[src/rtl/neighbor_mem_arbiter.sv]
// neighbor_mem_arbiter
//   Round-robin arbiter that multiplexes N_REQ requesters onto a single
//   shared memory port. A grant is held while the owner keeps req high. If
//   it is held for MAX_HOLD cycles while another requester waits, the grant
//   is revoked and the owner is told so through a one-cycle preempt pulse.
//   Every grant is followed by one HANDOFF cycle before the next
//   arbitration.
//
// Ports
//   clock, nrst          rising-edge clock, synchronous active-low reset
//   req[N_REQ]           per-requester access request (level)
//   addr_i, wr_en_i,     packed requester address / write enable / write
//   wdata_i              data, port k at [k*W +: W]
//   gnt[N_REQ]           registered one-hot grant
//   gnt_id[2]            index of the granted port (meaningful while busy)
//   busy                 a grant is currently held
//   preempt[N_REQ]       one-cycle pulse on the port whose grant was revoked
//   mem_addr, mem_wr_en, shared memory port, driven by the granted requester
//   mem_wdata
//   mem_rdata            memory read data (combinational from mem_addr)
//   rdata_o              mem_rdata broadcast to every requester
module neighbor_mem_arbiter #(
  parameter int          N_REQ    = 3,
  parameter int          AW       = 16,
  parameter int          DW       = 16,
  parameter logic [15:0] MAX_HOLD = 16'd256
) (
  input  logic                clock,
  input  logic                nrst,
  input  logic [N_REQ-1:0]    req,
  input  logic [N_REQ*AW-1:0] addr_i,
  input  logic [N_REQ-1:0]    wr_en_i,
  input  logic [N_REQ*DW-1:0] wdata_i,
  output logic [N_REQ-1:0]    gnt,
  output logic [1:0]          gnt_id,
  output logic                busy,
  output logic [N_REQ-1:0]    preempt,
  output logic [AW-1:0]       mem_addr,
  output logic                mem_wr_en,
  output logic [DW-1:0]       mem_wdata,
  input  logic [DW-1:0]       mem_rdata,
  output logic [DW-1:0]       rdata_o
);

  typedef enum logic [1:0] {
    IDLE    = 2'd0,
    GRANT   = 2'd1,
    HANDOFF = 2'd2
  } state_t;

  state_t      state;
  logic [1:0]  last_gnt;
  logic [15:0] hold_cnt;
  logic [AW-1:0] addr_hold;
  logic [DW-1:0] wdata_hold;

  // Unpacked views padded to four entries so a 2-bit gnt_id always
  // indexes a defined element whatever N_REQ is.
  logic [AW-1:0] addr_arr  [4];
  logic [DW-1:0] wdata_arr [4];
  logic [3:0]    wr_pad;
  logic [3:0]    req_pad;

  genvar k;
  generate
    for (k = 0; k < 4; k++) begin : g_unpack
      if (k < N_REQ) begin : g_used
        assign addr_arr[k]  = addr_i[k*AW +: AW];
        assign wdata_arr[k] = wdata_i[k*DW +: DW];
        assign wr_pad[k]    = wr_en_i[k];
        assign req_pad[k]   = req[k];
      end else begin : g_unused
        assign addr_arr[k]  = '0;
        assign wdata_arr[k] = '0;
        assign wr_pad[k]    = 1'b0;
        assign req_pad[k]   = 1'b0;
      end
    end
  endgenerate

  // Round-robin search starting one past the most recent owner.
  logic [1:0]       winner;
  logic             found;
  logic [N_REQ-1:0] win_onehot;
  logic             others_waiting;

  always_comb begin
    int cand;
    winner = 2'd0;
    found  = 1'b0;
    cand   = 0;
    for (int i = 1; i <= N_REQ; i++) begin
      cand = (int'(last_gnt) + i) % N_REQ;
      if (!found && req_pad[cand[1:0]]) begin
        winner = cand[1:0];
        found  = 1'b1;
      end
    end
    win_onehot = '0;
    for (int j = 0; j < N_REQ; j++) begin
      win_onehot[j] = (winner == 2'(j));
    end
  end

  assign others_waiting = |(req & ~gnt);

  // The memory port follows the owner live; between grants it replays the
  // last values driven, and write enable is forced low.
  assign mem_addr  = busy ? addr_arr[gnt_id]  : addr_hold;
  assign mem_wdata = busy ? wdata_arr[gnt_id] : wdata_hold;
  assign mem_wr_en = busy & wr_pad[gnt_id];
  assign rdata_o   = mem_rdata;

  always_ff @(posedge clock) begin
    if (!nrst) begin
      state      <= IDLE;
      gnt        <= '0;
      gnt_id     <= 2'd0;
      busy       <= 1'b0;
      preempt    <= '0;
      hold_cnt   <= 16'd0;
      last_gnt   <= 2'(N_REQ - 1);
      addr_hold  <= '0;
      wdata_hold <= '0;
    end else begin
      preempt <= '0;
      case (state)
        IDLE: begin
          if (found) begin
            gnt      <= win_onehot;
            gnt_id   <= winner;
            busy     <= 1'b1;
            hold_cnt <= 16'd0;
            state    <= GRANT;
          end
        end
        GRANT: begin
          addr_hold  <= addr_arr[gnt_id];
          wdata_hold <= wdata_arr[gnt_id];
          if (!req_pad[gnt_id]) begin
            gnt      <= '0;
            busy     <= 1'b0;
            last_gnt <= gnt_id;
            state    <= HANDOFF;
          end else if (MAX_HOLD != 16'd0 && hold_cnt == MAX_HOLD &&
                       others_waiting) begin
            // Owner still wants the port but has used up its slice.
            gnt      <= '0;
            busy     <= 1'b0;
            preempt  <= gnt;
            last_gnt <= gnt_id;
            state    <= HANDOFF;
          end else if (hold_cnt != MAX_HOLD) begin
            hold_cnt <= hold_cnt + 16'd1;
          end
        end
        HANDOFF: begin
          state <= IDLE;
        end
        default: begin
          state <= IDLE;
        end
      endcase
    end
  end

endmodule

[config.mk]
export PLATFORM = sky130hd
export DESIGN_NAME = neighbor_mem_arbiter
export DESIGN_NICKNAME = d
export VERILOG_FILES = /design/src/rtl/neighbor_mem_arbiter.sv
export SDC_FILE = /design/constraint.sdc
export NUM_CORES = 1
export LEC_CHECK = 0
export CORE_MARGIN = 1
export CORE_UTILIZATION = 31
export CTS_CLUSTER_DIAMETER = 100
export DETAILED_ROUTE_END_ITERATION = 7
export PLACE_DENSITY = 0.69
export SETUP_SLACK_MARGIN = 0.02
export SLEW_MARGIN = 20
export SYNTH_ARGS = -nofsm -noshare
export SYNTH_HDL_FRONTEND = slang
export SYNTH_SLANG_ARGS = --single-unit
[constraint.sdc]
create_clock -name clock -period 3.7 [get_ports clock]
set_input_delay 0.74 -clock clock [delete_from_list [all_inputs] [get_ports clock]]
set_output_delay 0.74 -clock clock [all_outputs]
set_load 0.1 [all_outputs]
==> results.sh <==
export IMPL_status="finished, violations left"
export IMPL_violations="DRC"
export IMPL_synthMuxAreaShare_pct=10.0
export IMPL_die_h_um=111
export IMPL_relSlewSlack_pct=34.6
export IMPL_critPathMaxStageDelay_ps=690
export IMPL_n_antenna_cell=0
export IMPL_finalHoldViolations=0
export IMPL_timing_fmax_mhz=315
export IMPL_grt_overflow_total=0
export IMPL_rrSetupSlack_ps=1370
export IMPL_drc=8
export IMPL_cts_repair_resized=0
export IMPL_num_rows=39
export IMPL_ys_ff_latch=61
export IMPL_wire_per_inst_um=14.6
export IMPL_post_route_period_util_pct=85.8
export IMPL_dieArea_um2=12400
export IMPL_clock_latency_ps=320
export IMPL_ys_async_sr_fraction_pct=0
export IMPL_period_minus_slack_ps=3180
export IMPL_setup_viol=0
export IMPL_netlist_instances=488
export IMPL_drt_first_pass_iters=7
export IMPL_synth_top_family_by_area="simple AND/OR/NAND/NOR gates"
export IMPL_syn_area_per_cell_um2=7.61
export IMPL_die_w_um=111
export IMPL_io_buffers=145
export IMPL_cts_sinks=61
export IMPL_path_class="flop to output pin"
export IMPL_maxCapViolCount=0
export IMPL_final_core_util_pct=51.0
export IMPL_slew_violations=0
export IMPL_hold_path_class="flop to flop"
export IMPL_antenna_found_initial=0
export IMPL_area_growth_pct=58.9
export IMPL_yosysWarnings=0
export IMPL_cp_slowest_cell="nor2_2"
export IMPL_start_util_pct=32.1
export IMPL_syn_nets=613
export IMPL_synthSimpleGateAreaFrac_pct=22.4
export IMPL_setup_tns_ps=0
export IMPL_grt_pass1_wl_um=17900
export IMPL_fin_nets=726
export IMPL_synth_area_um2=3710
export IMPL_cp_arrival_ps=2440
export IMPL_synth_xor_area_share_pct=2.59
export IMPL_synth_compound_area_share_pct=22.3
export IMPL_place_hpwl_um=7950
export IMPL_root_buffer="clkbuf_16"
export IMPL_path_delay_family="simple AND/OR/NAND/NOR gates"
export IMPL_wl_um=10900
export IMPL_cp_required_ps=2960
export IMPL_p_per_area_nw_per_um2=678
export IMPL_fin_skew_ps=8.17
export IMPL_ctsHoldBuffers=0
export IMPL_crit_path_start_kind="flop"
export IMPL_total_leakage_power_uw=0.00211
export IMPL_cts_tree="done"
export IMPL_tightest_slew_ps=978
export IMPL_clock_path_buffers=2
export IMPL_grt_max_degree=67
export IMPL_final_antenna_net_count=0
export IMPL_vias=3855
export IMPL_track_usage_pct=17.8
export IMPL_rsz0062_at_grt="false"
export IMPL_cp_buffers_inverters=2
export IMPL_layout_drive_gt1_share_pct=16.4
export IMPL_ios=178
export IMPL_synth_cell_type_count=50
export IMPL_cts_buffers=9
export IMPL_synthAdderAreaFrac_pct=1.68
export IMPL_synth_edff_count=0
export IMPL_via_per_inst=5.15
export IMPL_path_cells="nor2_2, buf_4, a21oi_1, a21oi_2, buf_12"
export IMPL_seq_area_frac_synth_pct=32.9
export IMPL_ir_drop_uv=347
export IMPL_path_max_fanout=19
export IMPL_core_area_um2=11600
export IMPL_htreeDepth=3
export IMPL_cp_end_kind="output pin"
export IMPL_drtIter0Drc=141
export IMPL_postCtsSetupBuffers=0
export IMPL_synthFlopType="dfxtp_1"
export IMPL_clkTransAtPathRegs_ps=50
export IMPL_first_global_vias=3790
export IMPL_gp_congestion=0.852
## cell type report
type,instances,area [µm²]
timing repair buffer,153,1850
sequential,61,1220
tap,143,179
inverter,11,41.3
clock buffer,14,264
clock inverter,1,30.0
fill,1081,5660
multi-input combinational,365,2320
## flip-flops by register name, summed over array words and instances (netlist names)
register	count
gnt_id	2
state	2
hold_cnt	16
gnt	3
addr_hold	16
preempt	3
busy	1
wdata_hold	16
last_gnt	2
## kinds of logic after synthesis
logic type	Yosys count
AND/OR/NAND/NOR	179
AO/OA/AOI/OAI	133
buffers and inverters	62
flip-flops	61
multiplexers	37
XOR/XNOR	11
adder cells (fa/ha/maj)	5
## Yosys cell counts (3+ instances only)
cell type	n	area share, %
nand4_1	8	1.3
a21oi_1	74	10
nand2b_1	4	0.67
xor2_1	5	1.2
ha_1	5	1.7
and2_1	5	0.84
buf_4	16	3.2
o21ai_0	5	0.67
mux2i_1	36	9.7
a211oi_1	33	6.7
nor2_1	115	12
and4_1	3	0.71
nand2_1	10	1.0
nand3_1	7	0.94
nor4_1	7	1.2
buf_1	3	0.30
a22o_1	3	0.71
inv_1	11	1.1
clkbuf_1	29	2.9
nor4b_1	3	0.71
dfxtp_1	61	33
xnor2_1	6	1.4
nor3_1	4	0.54
## stage by stage
| step | worst slack (ps) | power [µW] | instances | hold slack (ps) | area (µm²) |
|---|---|---|---|---|---|
| final | 524 | 4000 | 748 | 494 | 5900 |
| after global routing | 331 | 4180 | 748 | 523 | 5900 |
| after CTS | 489 | 4040 | 748 | 501 | 5900 |
| after detailed placement | 750 | 3200 | 733 | 493 | 5610 |
| after global placement | 785 | 3180 | 733 | 486 | 5610 |
| after floorplan | 78.8 | 2450 | 488 | 471 | 3840 |
## tightest hold or removal path, delay by kind of cell, from the launching register on
family	cells	cell delay, ps
AOI/OAI and AO/OA	1	50
DFF	1	300
and+or+nand+nor	1	90
## layer usage
metal  wire [µm]  vias to the layer above  global-route usage (%)
met5           0                        -                       0
met4         161                        0                    6.40
met2        5380                      122                    31.8
met3         740                       19                    3.92
met1        4630                     1781                    20.7
li1            -                     1933                       -
## where the power goes
group | internal, µW | leakage, µW | switching, µW
clock network | 555 | 0.000143 | 275
logic | 815 | 0.00147 | 1530
registers | 750 | 0.000501 | 82.1
total | 2120 | 0.00212 | 1880
## final timing paths
check,from,endpoint,depth (start not counted)
worst max-delay path,gnt_id[1],mem_wdata[13],5
worst min-delay path,addr_hold[5],addr_hold[5],2
worst max register to register,last_gnt[0],gnt[0],7
worst min register to register,addr_hold[5],addr_hold[5],2
## cell usage in the layout (no fill, tap or decap), types with 3 or more instances in the layout
| cell type | Yosys | layout |
|---|---|---|
| xor2_1 | 5 | 5 |
| a21oi_1 | 74 | 42 |
| mux2i_1 | 36 | 36 |
| clkbuf_16 | 0 | 9 |
| nor4b_1 | 3 | 3 |
| and2_1 | 5 | 5 |
| nor2_1 | 115 | 114 |
| a22o_1 | 3 | 3 |
| buf_12 | 0 | 34 |
| nor4_1 | 7 | 7 |
| dfxtp_1 | 61 | 59 |
| a21oi_2 | 0 | 32 |
| o21ai_0 | 5 | 5 |
| ha_1 | 5 | 5 |
| and4_1 | 3 | 3 |
| clkbuf_1 | 29 | 3 |
| xnor2_1 | 6 | 6 |
| inv_1 | 11 | 11 |
| a211oi_1 | 33 | 33 |
| nand2_1 | 10 | 10 |
| nand4_1 | 8 | 8 |
| nand3_1 | 7 | 7 |
| nand2b_1 | 4 | 4 |
| clkdlybuf4s50_1 | 0 | 109 |
| buf_4 | 16 | 10 |
| nor3_1 | 4 | 4 |
(Power assumes the default switching activity.)
